## src/rtl/rc4_stream_cipher.sv

```systemverilog
`default_nettype none
`timescale 1ns/1ps
// ============================================================================
//  Module   : rc4_stream_cipher
//  Purpose  : 4-bit RC4 stream cipher core. Owns a 16x4 S-box, runs the key
//             schedule (KSA) on a nibble key, then XORs the keystream onto a
//             nibble data stream. Encryption and decryption are the same
//             operation. One S-box swap is performed per cycle.
//  Ports    :
//    clk         in   1            system clock, all logic on posedge
//    reset       in   1            synchronous, active-high reset
//    start       in   1            pulse: latch key, run INIT+KSA (ignored
//                                  while busy)
//    key         in   4*KEY_LEN    cipher key, nibble n = key[4n+3:4n]
//    busy        out  1            high during INIT/KSA
//    din         in   4            plaintext/ciphertext nibble
//    din_valid   in   1            din qualifier
//    din_ready   out  1            core accepts din this cycle
//    dout        out  4            din ^ keystream nibble
//    dout_valid  out  1            dout qualifier
//    dout_ready  in   1            downstream accepts dout
//  Params   : KEY_LEN  key length in nibbles (1..16)
//  Revision : 1.0  initial release
// ============================================================================
module rc4_stream_cipher #(
    parameter int KEY_LEN = 4
) (
    input  logic                   clk,
    input  logic                   reset,
    input  logic                   start,
    input  logic [4*KEY_LEN-1:0]   key,
    output logic                   busy,
    input  logic [3:0]             din,
    input  logic                   din_valid,
    output logic                   din_ready,
    output logic [3:0]             dout,
    output logic                   dout_valid,
    input  logic                   dout_ready
);

    // Key-index width; a 1-nibble key still needs a 1-bit (always zero) index.
    localparam int              KX_W      = (KEY_LEN > 1) ? $clog2(KEY_LEN) : 1;
    localparam logic [KX_W-1:0] C_KX_LAST = KX_W'(KEY_LEN - 1);

    localparam logic [1:0] S_IDLE = 2'd0;
    localparam logic [1:0] S_INIT = 2'd1;
    localparam logic [1:0] S_KSA  = 2'd2;
    localparam logic [1:0] S_RUN  = 2'd3;

    // ------------------------------------------------------------------
    // State
    // ------------------------------------------------------------------
    logic [1:0]            r_state;
    logic [3:0]            r_s [16];
    logic [3:0]            r_i;
    logic [3:0]            r_j;
    logic [KX_W-1:0]       r_kx;
    logic [4*KEY_LEN-1:0]  r_key;
    logic                  r_busy;
    logic [3:0]            r_dout;
    logic                  r_dout_valid;

    // ------------------------------------------------------------------
    // Combinational datapath
    // ------------------------------------------------------------------
    logic [3:0] w_k;          // current key nibble K[kx]
    logic [3:0] w_si_ksa;     // S[i] during KSA
    logic [3:0] w_j_ksa;      // j + S[i] + K[kx]
    logic [3:0] w_i_step;     // i + 1 during RUN
    logic [3:0] w_si_run;     // S[i+1]
    logic [3:0] w_j_run;      // j + S[i+1]
    logic [3:0] w_sj_run;     // S[j'] before the swap
    logic [3:0] w_swap_a;
    logic [3:0] w_swap_b;
    logic [3:0] w_s_swap [16];
    logic [3:0] w_ks_idx;
    logic [3:0] w_ks;
    logic       w_din_ready;
    logic       w_start_ok;
    logic       w_xfer;

    // Key nibble mux. A plain compare loop keeps non-power-of-two KEY_LEN
    // safe: unreachable index values simply select nothing.
    always_comb begin
        w_k = 4'd0;
        for (int n = 0; n < KEY_LEN; n++) begin
            if (r_kx == KX_W'(n)) begin
                w_k = r_key[4*n +: 4];
            end
        end
    end

    assign w_si_ksa = r_s[r_i];
    assign w_j_ksa  = r_j + w_si_ksa + w_k;

    assign w_i_step = r_i + 4'd1;
    assign w_si_run = r_s[w_i_step];
    assign w_j_run  = r_j + w_si_run;
    assign w_sj_run = r_s[w_j_run];

    // The same swap network serves KSA (S[i]<->S[j']) and PRGA
    // (S[i+1]<->S[j']); only the index sources differ.
    assign w_swap_a = (r_state == S_KSA) ? r_i     : w_i_step;
    assign w_swap_b = (r_state == S_KSA) ? w_j_ksa : w_j_run;

    // When a == b the two writes carry the same value, so no special case.
    always_comb begin
        w_s_swap           = r_s;
        w_s_swap[w_swap_a] = r_s[w_swap_b];
        w_s_swap[w_swap_b] = r_s[w_swap_a];
    end

    // S[i]+S[j] is the same before and after the swap, so the index comes
    // from pre-swap values while the read uses the post-swap array.
    assign w_ks_idx = w_si_run + w_sj_run;
    assign w_ks     = w_s_swap[w_ks_idx];

    // ------------------------------------------------------------------
    // Handshake
    // ------------------------------------------------------------------
    assign w_din_ready = (r_state == S_RUN) && (!r_dout_valid || dout_ready);
    assign w_start_ok  = start && ((r_state == S_IDLE) || (r_state == S_RUN));
    // A re-key takes priority: a nibble offered in the same cycle is not consumed.
    assign w_xfer      = din_valid && w_din_ready && !start;

    // ------------------------------------------------------------------
    // Sequential control and datapath
    // ------------------------------------------------------------------
    always_ff @(posedge clk) begin
        if (reset) begin
            r_state      <= S_IDLE;
            r_i          <= 4'd0;
            r_j          <= 4'd0;
            r_kx         <= '0;
            r_key        <= '0;
            r_busy       <= 1'b0;
            r_dout       <= 4'd0;
            r_dout_valid <= 1'b0;
            for (int n = 0; n < 16; n++) begin
                r_s[n] <= 4'(n);
            end
        end else begin
            case (r_state)
                S_IDLE: begin
                    if (w_start_ok) begin
                        r_key   <= key;
                        r_busy  <= 1'b1;
                        r_state <= S_INIT;
                    end
                end

                S_INIT: begin
                    for (int n = 0; n < 16; n++) begin
                        r_s[n] <= 4'(n);
                    end
                    r_i     <= 4'd0;
                    r_j     <= 4'd0;
                    r_kx    <= '0;
                    r_state <= S_KSA;
                end

                S_KSA: begin
                    r_s  <= w_s_swap;
                    r_kx <= (r_kx == C_KX_LAST) ? '0 : r_kx + KX_W'(1);
                    if (r_i == 4'd15) begin
                        // Schedule done: PRGA starts from i=j=0.
                        r_i     <= 4'd0;
                        r_j     <= 4'd0;
                        r_busy  <= 1'b0;
                        r_state <= S_RUN;
                    end else begin
                        r_i <= w_i_step;
                        r_j <= w_j_ksa;
                    end
                end

                S_RUN: begin
                    if (w_start_ok) begin
                        // Re-key drops any pending output.
                        r_key        <= key;
                        r_busy       <= 1'b1;
                        r_dout_valid <= 1'b0;
                        r_state      <= S_INIT;
                    end else if (w_xfer) begin
                        r_i          <= w_i_step;
                        r_j          <= w_j_run;
                        r_s          <= w_s_swap;
                        r_dout       <= din ^ w_ks;
                        r_dout_valid <= 1'b1;
                    end else if (r_dout_valid && dout_ready) begin
                        r_dout_valid <= 1'b0;
                    end
                end

                default: begin
                    r_state <= S_IDLE;
                end
            endcase
        end
    end

    assign busy       = r_busy;
    assign din_ready  = w_din_ready;
    assign dout       = r_dout;
    assign dout_valid = r_dout_valid;

endmodule
`default_nettype wire

```

## config.mk

```make
export PLATFORM = sky130hd
export DESIGN_NAME = rc4_stream_cipher
export DESIGN_NICKNAME = d
export VERILOG_FILES = /design/src/rtl/rc4_stream_cipher.sv
export SDC_FILE = /design/constraint.sdc
export NUM_CORES = 1
export LEC_CHECK = 0
export BUFFER_PORTS_ARGS = -buffer_cell sky130_fd_sc_hd__buf_2
export CORE_ASPECT_RATIO = 0.6
export CORE_MARGIN = 2
export CORE_UTILIZATION = 42
export DETAILED_ROUTE_END_ITERATION = 8
export HOLD_SLACK_MARGIN = 0.08
export MAX_ROUTING_LAYER = met4
export PLACE_DENSITY = 0.61
export SYNTH_ARGS = -nofsm -noshare
export SYNTH_HDL_FRONTEND = slang
export SYNTH_SLANG_ARGS = --single-unit
```

## constraint.sdc

```tcl
create_clock -name clk -period 9 [get_ports clk]
set_input_delay 0.9 -clock clk [delete_from_list [all_inputs] [get_ports clk]]
set_output_delay 0.9 -clock clk [all_outputs]
set_load 0.005 [all_outputs]
```

==> metrics.txt, run 1 <==
# TYPE chip_impl_metric gauge
chip_impl_metric{name="ioPinCount",unit=""} 32
chip_impl_metric{name="die-width",unit="um"} 205.0
chip_impl_metric{name="worstSkewPairLatency",unit="ps"} 390
chip_impl_metric{name="required",unit="ps"} 9310
chip_impl_metric{name="syn_nets",unit=""} 1340
chip_impl_metric{name="path_buf_inv",unit=""} 1
chip_impl_metric{name="global_route_total_overflow",unit=""} 0
chip_impl_metric{name="via_count",unit=""} 11293
chip_impl_metric{name="drtPass1Iterations",unit=""} 8
chip_impl_metric{name="tightestPinTransition",unit="ps"} 1331
chip_impl_metric{name="gate_count_post_synth",unit=""} 1293
chip_impl_metric{name="worstRegToRegCells",unit=""} 17
chip_impl_metric{name="crit_path_max_incr_delay",unit="ps"} 1150
chip_impl_metric{name="die-height",unit="um"} 124.6
chip_impl_metric{name="slew-limit-headroom",unit="%"} 10.32
chip_impl_metric{name="ctsResizeCount",unit=""} 0
chip_impl_metric{name="number_of_inserted_filler_cells_in_the_final_layout",unit=""} 2483
chip_impl_metric{name="postCtsSetupBuffers",unit=""} 0
chip_impl_metric{name="fp-row-count",unit=""} 44
chip_impl_info{name="holdCritPathClass",value="reg2reg"} 1
chip_impl_metric{name="dpl_hpwl",unit="um"} 34240
chip_impl_info{name="setup_repair_after_global_routing_missed_its_margin",value="false"} 1
chip_impl_metric{name="remaining_drc_errors",unit=""} 0
chip_impl_metric{name="gp_congestion",unit=""} 1.027
chip_impl_metric{name="antenna_found_initial",unit=""} 1
chip_impl_info{name="cp-end-kind",value="register"} 1
chip_impl_info{name="cp_cell_sequence",value="ha_1 > mux4_2 > mux4_2 > ha_1 > fa_1 > mux4_2 > mux2_2 > nand2_1 > o21ai_0 > ha_1 > clkinv_1 > nor3_1 > a21oi_1 > and4_1 > or4_1 > xor2_1 > a211oi_2"} 1
chip_impl_metric{name="first_global_vias",unit=""} 10047
chip_impl_metric{name="ys_ff_latch",unit=""} 98
chip_impl_metric{name="drive_above_1_share",unit="%"} 15.68
chip_impl_metric{name="cts.reportedPaths.clkPinSlew",unit="ps"} 80
chip_impl_metric{name="vias_per_cell",unit=""} 7.157
chip_impl_metric{name="synth_area",unit="um2"} 10180
chip_impl_metric{name="seq_cell_area",unit="um2"} 1963
chip_impl_metric{name="first_iter_violations",unit=""} 2079
chip_impl_metric{name="area_growth",unit="%"} 6.405
chip_impl_metric{name="grt_first_pass_wirelength",unit="um"} 70380
chip_impl_info{name="status",value="finished, final reports clean"} 1
chip_impl_metric{name="maxSlewViolCount",unit=""} 0
chip_impl_metric{name="grt_max_degree",unit=""} 103
chip_impl_metric{name="timing.final.hold_violations",unit=""} 0
chip_impl_info{name="most-common-layout-cells",value="nand2_1 (182), a21oi_1 (123), nor2_1 (122)"} 1
chip_impl_metric{name="cts.path.max_buffers",unit=""} 2
chip_impl_metric{name="port_buffers",unit=""} 31
chip_impl_info{name="synthDominantAreaCellType",value="dfxtp_1"} 1
chip_impl_metric{name="design.core.area",unit="um2"} 24000
chip_impl_info{name="postSynth.topFlopCell",value="dfxtp_1"} 1
chip_impl_metric{name="avgSynthCellArea",unit="um2"} 7.872
chip_impl_metric{name="multiInputGateArea",unit="um2"} 7716
chip_impl_metric{name="routed_wl",unit="um"} 47970
chip_impl_metric{name="hold_path_depth",unit=""} 2
chip_impl_metric{name="ant_nets",unit=""} 0
chip_impl_metric{name="critical_path.max_fanout",unit=""} 22
chip_impl_metric{name="timing.clock.skew",unit="ps"} 7.392
chip_impl_metric{name="cts.sink_count",unit=""} 98
chip_impl_metric{name="layout_worst_path_cycle_share",unit="%"} 84.16
chip_impl_metric{name="synth_enable_flop_cells",unit=""} 0
chip_impl_metric{name="synth.lib_cells_used.distinct",unit=""} 83
chip_impl_metric{name="antenna-diode-count",unit=""} 0
chip_impl_info{name="leading_cell_type_in_the_layout_fill_and_taps_excluded",value="nand2_1"} 1
chip_impl_metric{name="hold_buffers",unit=""} 0
chip_impl_metric{name="grt_use_total",unit="%"} 38.87
chip_impl_metric{name="synth-async-reset-ratio",unit="%"} 0
chip_impl_metric{name="ys_warn_count",unit=""} 0
chip_impl_metric{name="count_of_final_setup_violators",unit=""} 0
chip_impl_metric{name="design.die.area",unit="um2"} 25540
chip_impl_info{name="cts_tree",value="done"} 1
chip_impl_info{name="crit_path_top_delay_cell",value="fa_1"} 1
chip_impl_metric{name="floorplan.initialDensity",unit="%"} 42.41
chip_impl_info{name="critical_path.top_delay_family",value="adder cells"} 1
chip_impl_info{name="worstSetupStartpointType",value="register"} 1
chip_impl_metric{name="nets",unit=""} 1298
chip_impl_metric{name="seq_area_frac_synth",unit="%"} 19.27
chip_impl_metric{name="fmax",unit="GHz"} 0.1320
chip_impl_metric{name="timing.final.crit_period",unit="ps"} 7574
chip_impl_info{name="synth_top_cells_by_area",value="dfxtp_1 (19%), mux4_2 (17%), nand2_1 (6.7%), a21oi_1 (6.1%), nor2_1 (4.5%)"} 1
chip_impl_metric{name="maxCapViolations",unit=""} 0
chip_impl_metric{name="number_of_buffers_inserted_during_clock_tree_synthesis",unit=""} 9
chip_impl_metric{name="synthDominantCellAreaShare",unit="%"} 19.27
chip_impl_metric{name="drt-wirelength-per-cell",unit="um"} 30.40
chip_impl_info{name="critPathKind",value="reg2reg"} 1
chip_impl_metric{name="timing.setup.tns",unit="ps"} 0
chip_impl_info{name="clock-root-buffer",value="clkbuf_16"} 1
chip_impl_metric{name="data_arrival_time_of_the_critical_path",unit="ps"} 7890
chip_impl_metric{name="cell_depth_of_the_worst_setup_path",unit=""} 17
chip_impl_metric{name="clock_tree.htree_level_count",unit=""} 3
metrics by stage:
| step | utilization (%) | worst slack, ps | area (um2) | hold slack, ps | cells |
|---|---|---|---|---|---|
| after floorplan | - | 1367 | 10180 | 436.4 | 1293 |
| after global placement | 43.96 | 1811 | 10550 | 444.6 | 1562 |
| after detailed placement | 43.96 | 1638 | 10550 | 447.4 | 1562 |
| after CTS | 45.12 | 1612 | 10830 | 457.3 | 1578 |
| after global routing | 45.12 | 1103 | 10830 | 484.9 | 1578 |
| final | 45.12 | 1426 | 10830 | 458.0 | 1578 |
area by class of cell:
type                    instances  area share [%]
clock buffers                  10           2.114
clock inverters                 6          0.4621
inverters                      15          0.5199
multi-input cells            1062           71.25
flip-flops and latches         98           18.13
well taps                     322           3.720
repair buffers                 65           3.812
flip-flops by register name, indices dropped and copies added (netlist names):
name        count
r_s            64
r_key          16
dout            4
r_i             4
r_j             4
r_kx            2
r_state         2
busy            1
dout_valid      1
worst paths after layout:
kind / from / to / slack (ps)
min reg2reg: r_key[7]$_SDFFE_PP0P_ / r_key[7]$_SDFFE_PP0P_ / 460
max reg2reg: r_i[0]$_SDFFE_PP0P_ / dout[2]$_SDFFE_PP0P_ / 1430
min: r_key[7]$_SDFFE_PP0P_ / r_key[7]$_SDFFE_PP0P_ / 460
max: r_i[0]$_SDFFE_PP0P_ / dout[2]$_SDFFE_PP0P_ / 1430
cells by family (layout without fill, tap and decap cells):
logic type	Yosys count	after routing	share of synthesized area (%)
adder cells (fa/ha/maj)	22	22	3.147
AO/OA/AOI/OAI	429	429	27.25
AND/OR/NAND/NOR	481	481	21.93
XOR/XNOR	16	16	1.561
buffers and inverters	133	96	5.495
multiplexers	114	114	21.34
flip-flops	98	98	19.27
cell usage after synthesis, drive strengths merged (10+ instances only):
cell type  instances
nand2            184
a21oi            124
nor2             123
dfxtp             98
clkbuf            85
o21ai             80
mux4              79
o211ai            45
o22ai             42
nand3             36
buf               33
nor3              31
nand2b            26
mux2i             22
a22oi             17
ha                16
a211oi            14
inv               14
a31oi             13
mux2              13
nand4             12
nand3b            11
o2111ai           11
a32oi             10
or3               10
worst min-delay path, delay by kind of cell (launching register included):
| kind | cells | cell delay (ps) |
|---|---|---|
| flip-flops | 1 | 310 |
| AND/OR/NAND/NOR | 1 | 50 |
| AO/OA/AOI/OAI | 1 | 50 |
metal layers:
metal	track usage (%)	vias up	part of all wire (%)
li1	-	4863	-
met1	57.57	5360	43
met2	45.09	934	35
met3	17.87	136	17
met4	11.72	0	4.0
met5	-	-	0
Power of run 1 is not shown: default switching activity piles up to over one toggle a cycle in this logic, so the estimate is an artifact.
==> inputs of run 2 (changes only) <==
--- a/config.mk
+++ b/config.mk
@@ -5,6 +5,7 @@
 export SDC_FILE = /design/constraint.sdc
 export NUM_CORES = 1
 export LEC_CHECK = 0
+export ABC_AREA = 1
 export BUFFER_PORTS_ARGS = -buffer_cell sky130_fd_sc_hd__buf_2
 export CORE_ASPECT_RATIO = 0.6
 export CORE_MARGIN = 2
==> constraint.sdc (replaced) <==
create_clock -name clk -period 7.6 [get_ports clk]
set_input_delay 0.76 -clock clk [delete_from_list [all_inputs] [get_ports clk]]
set_output_delay 0.76 -clock clk [all_outputs]
set_load 0.005 [all_outputs]
==> run 2 against run 1 <==
Net effect:
- maximum frequency grew 9.5%
- global-route usage is 4.1 points higher
- largest cell class unchanged
- first-iteration DRC count fell by 0.63%
- cell area decreased by 2.1%
- via count up 13%
- cell count rose by 28%
- die area is 1.6% lower
- clock skew up 8.3 ps
- non-clock buffer count decreased by 3
==> metrics.txt, run 2 <==
# TYPE chip_impl_metric gauge
chip_impl_info{name="status",value="finished, final reports clean"} 1
chip_impl_metric{name="drtPass1Iterations",unit=""} 6
chip_impl_metric{name="nets",unit=""} 1754
chip_impl_metric{name="register_to_register_setup_slack",unit="ps"} 690
chip_impl_metric{name="timing.setup.tns",unit="ps"} 0
chip_impl_metric{name="cts.reportedPaths.clkPinSlew",unit="ps"} 80
chip_impl_info{name="synth_top_cells_by_area",value="dfxtp_1 (20%), nand2_1 (16%), nand3_1 (14%), o21ai_0 (7.4%), a21oi_1 (6.8%)"} 1
chip_impl_metric{name="tightestPinTransition",unit="ps"} 1189
chip_impl_metric{name="cts.path.max_buffers",unit=""} 2
chip_impl_metric{name="floorplan.initialDensity",unit="%"} 43.06
chip_impl_metric{name="remaining_drc_errors",unit=""} 0
chip_impl_metric{name="syn_nets",unit=""} 1775
chip_impl_metric{name="vias_per_cell",unit=""} 6.283
chip_impl_metric{name="dpl_hpwl",unit="um"} 39180
chip_impl_info{name="crit-reg2reg-launch",value="r_i[0]$_SDFFE_PP0P_"} 1
chip_impl_metric{name="gate_count_post_synth",unit=""} 1728
chip_impl_metric{name="timing.clock.skew",unit="ps"} 15.65
chip_impl_metric{name="synthDominantCellAreaShare",unit="%"} 19.60
chip_impl_metric{name="cts.sink_count",unit=""} 98
chip_impl_info{name="synthDominantAreaCellType",value="dfxtp_1"} 1
chip_impl_info{name="setup_repair_after_global_routing_missed_its_margin",value="false"} 1
chip_impl_metric{name="hold_buffers",unit=""} 0
chip_impl_metric{name="die-height",unit="um"} 123.6
chip_impl_metric{name="slew-limit-headroom",unit="%"} 20.47
chip_impl_metric{name="drt-wirelength-per-cell",unit="um"} 25.67
chip_impl_metric{name="fp-row-count",unit=""} 43
chip_impl_metric{name="worstRegToRegCells",unit=""} 26
chip_impl_metric{name="maxSlewViolCount",unit=""} 0
chip_impl_metric{name="largest_register_ff_count",unit=""} 64
chip_impl_metric{name="grt_use_total",unit="%"} 42.97
chip_impl_metric{name="synth-async-reset-ratio",unit="%"} 0
chip_impl_metric{name="fmax",unit="GHz"} 0.1446
chip_impl_metric{name="synth.lib_cells_used.distinct",unit=""} 49
chip_impl_metric{name="timing.final.hold_violations",unit=""} 0
chip_impl_info{name="crit_path_start",value="r_i[0]$_SDFFE_PP0P_"} 1
chip_impl_info{name="cp-end-kind",value="register"} 1
chip_impl_info{name="clock-root-buffer",value="clkbuf_16"} 1
chip_impl_metric{name="worstSkewPairLatency",unit="ps"} 400
chip_impl_info{name="critPathKind",value="reg2reg"} 1
chip_impl_metric{name="ys_ff_latch",unit=""} 98
chip_impl_info{name="setup.worst_path.end",value="dout[0]$_SDFFE_PP0P_"} 1
chip_impl_metric{name="maxCapViolations",unit=""} 0
chip_impl_metric{name="design.die.area",unit="um2"} 25120
chip_impl_metric{name="ys_warn_count",unit=""} 0
chip_impl_metric{name="avgSynthCellArea",unit="um2"} 5.792
chip_impl_metric{name="ioPinCount",unit=""} 32
chip_impl_metric{name="via_count",unit=""} 12735
chip_impl_info{name="postSynth.topFlopCell",value="dfxtp_1"} 1
chip_impl_metric{name="timing.final.crit_period",unit="ps"} 6915
chip_impl_metric{name="grt_max_degree",unit=""} 51
chip_impl_info{name="holdCritPathClass",value="reg2reg"} 1
chip_impl_metric{name="synth_area",unit="um2"} 10010
chip_impl_metric{name="die-width",unit="um"} 203.3
chip_impl_info{name="worstSetupStartpointType",value="register"} 1
chip_impl_info{name="leading_cell_type_in_the_layout_fill_and_taps_excluded",value="nand2_1"} 1
chip_impl_metric{name="first_iter_violations",unit=""} 2066
chip_impl_metric{name="antenna_found_initial",unit=""} 0
chip_impl_metric{name="count_of_final_setup_violators",unit=""} 0
chip_impl_metric{name="grt_first_pass_wirelength",unit="um"} 75240
chip_impl_info{name="most_used_standard_cells_in_the_synthesized_netlist",value="nand2_1 (419), nand3_1 (289), inv_1 (172), o21ai_0 (148), a21oi_1 (136)"} 1
chip_impl_metric{name="design.core.area",unit="um2"} 23240
chip_impl_metric{name="gp_congestion",unit=""} 1.069
chip_impl_info{name="top_regs",value="r_s (64), r_key (16)"} 1
chip_impl_metric{name="global_route_total_overflow",unit=""} 0
chip_impl_metric{name="drive_above_1_share",unit="%"} 9.463
chip_impl_metric{name="number_of_buffers_inserted_during_clock_tree_synthesis",unit=""} 9
chip_impl_metric{name="ctsResizeCount",unit=""} 0
chip_impl_metric{name="antenna-diode-count",unit=""} 0
chip_impl_metric{name="routed_wl",unit="um"} 52030
chip_impl_metric{name="layout_worst_path_cycle_share",unit="%"} 90.98
chip_impl_metric{name="postCtsSetupBuffers",unit=""} 0
chip_impl_metric{name="first_global_vias",unit=""} 10979
chip_impl_info{name="worst_hold_startpoint",value="busy$_SDFFE_PP0P_"} 1
chip_impl_metric{name="seq_area_frac_synth",unit="%"} 19.60
chip_impl_metric{name="clock_tree.htree_level_count",unit=""} 3
chip_impl_metric{name="critical_path.max_fanout",unit=""} 50
chip_impl_info{name="most-common-layout-cells",value="nand2_1 (419), nand3_1 (289), inv_1 (172)"} 1
chip_impl_info{name="rr_endpoint",value="dout[0]$_SDFFE_PP0P_"} 1
chip_impl_metric{name="required",unit="ps"} 7900
chip_impl_metric{name="port_buffers",unit=""} 31
chip_impl_info{name="synth_most_common_cell",value="nand2_1"} 1
chip_impl_metric{name="area_growth",unit="%"} 5.951
chip_impl_metric{name="ant_nets",unit=""} 0
chip_impl_metric{name="data_arrival_time_of_the_critical_path",unit="ps"} 7210
chip_impl_info{name="register_containing_the_most_flip_flops_in_the_final_layout",value="r_s"} 1
chip_impl_info{name="cts_tree",value="done"} 1
chip_impl_metric{name="synth_enable_flop_cells",unit=""} 0
run 2: changes by cell type after synthesis, moves of 16 or more:
cell,previous run,this run
nor2_2,0,18
o21ai_0,78,148
mux2i_1,21,0
nand2b_1,26,0
nand3_1,36,289
and2_1,6,23
inv_1,14,172
nor3_1,30,0
inv_2,0,16
mux4_2,75,0
nand2_1,182,419
clkbuf_1,84,49
run 2: per-stage QoR:
step                      utilization, %  instances  hold WS (ps)  setup WS [ps]  area (um2)
after floorplan                        -       1728         458.4           2552       10010
after global placement             44.39       2011         466.0           1070       10320
after detailed placement           44.39       2011         466.0           1169       10320
after CTS                          45.62       2027         478.2           1171       10600
after global routing               45.62       2027         496.9          420.5       10600
final                              45.62       2027         472.1          685.4       10600
run 2: layer usage:
layer,global-route usage [%],vias to the layer above,wire [um]
met2,52.07,963,18270
met5,-,-,0
met1,62.94,5914,23790
met4,12.55,0,1472
met3,16.69,105,8494
li1,-,5753,-
run 2: worst min path at each step:
stage,endpoint,cells after the start
final,busy$_SDFFE_PP0P_,2
after global routing,busy$_SDFFE_PP0P_,2
after CTS,busy$_SDFFE_PP0P_,2
after detailed placement,busy$_SDFFE_PP0P_,2
after global placement,busy$_SDFFE_PP0P_,2
after floorplan,r_s[29]$_SDFFE_PP0P_,2
run 2: logic make-up (layout without fill, tap and decap cells):
group,after synthesis,count (layout),synth area share (%)
XOR/XNOR,5,5,0.5876
AO/OA/AOI/OAI,407,407,23.03
AND/OR/NAND/NOR,907,907,41.28
buffers and inverters,289,273,12.30
adder cells (fa/ha/maj),22,22,3.200
flip-flops,98,98,19.60
run 2: final cells by class:
| class | count | area [um2] |
|---|---|---|
| clock buffer | 9 | 225.2 |
| timing repair buffer | 62 | 387.9 |
| clock inverter | 7 | 61.31 |
| tap | 315 | 394.1 |
| fill | 2575 | 12640 |
| multi-input combinational | 1341 | 6832 |
| inverter | 195 | 740.7 |
| sequential | 98 | 1963 |
run 2: worst max-delay path: stages, from the launching register on:
cell      delay [ps]
dfxtp_2          580
buf_4            510
o21ai_0          220
a221oi_1         770
o22ai_1          450
fa_1             600
inv_2            330
o21ai_1          190
nor2_2           790
buf_4            240
nand2_1           50
nand4_1           90
nand2_1           50
nand2_1           80
nand3_1          580
nand2_1          340
inv_2            100
nand2_1           90
nand2_1           50
nand3_1           60
nand3_1          100
nand3_1          140
nand3_1          100
nand3_1           80
nand3_1           70
nand2_1           70
inv_1             30
Power of run 2 is left out for the same reason.
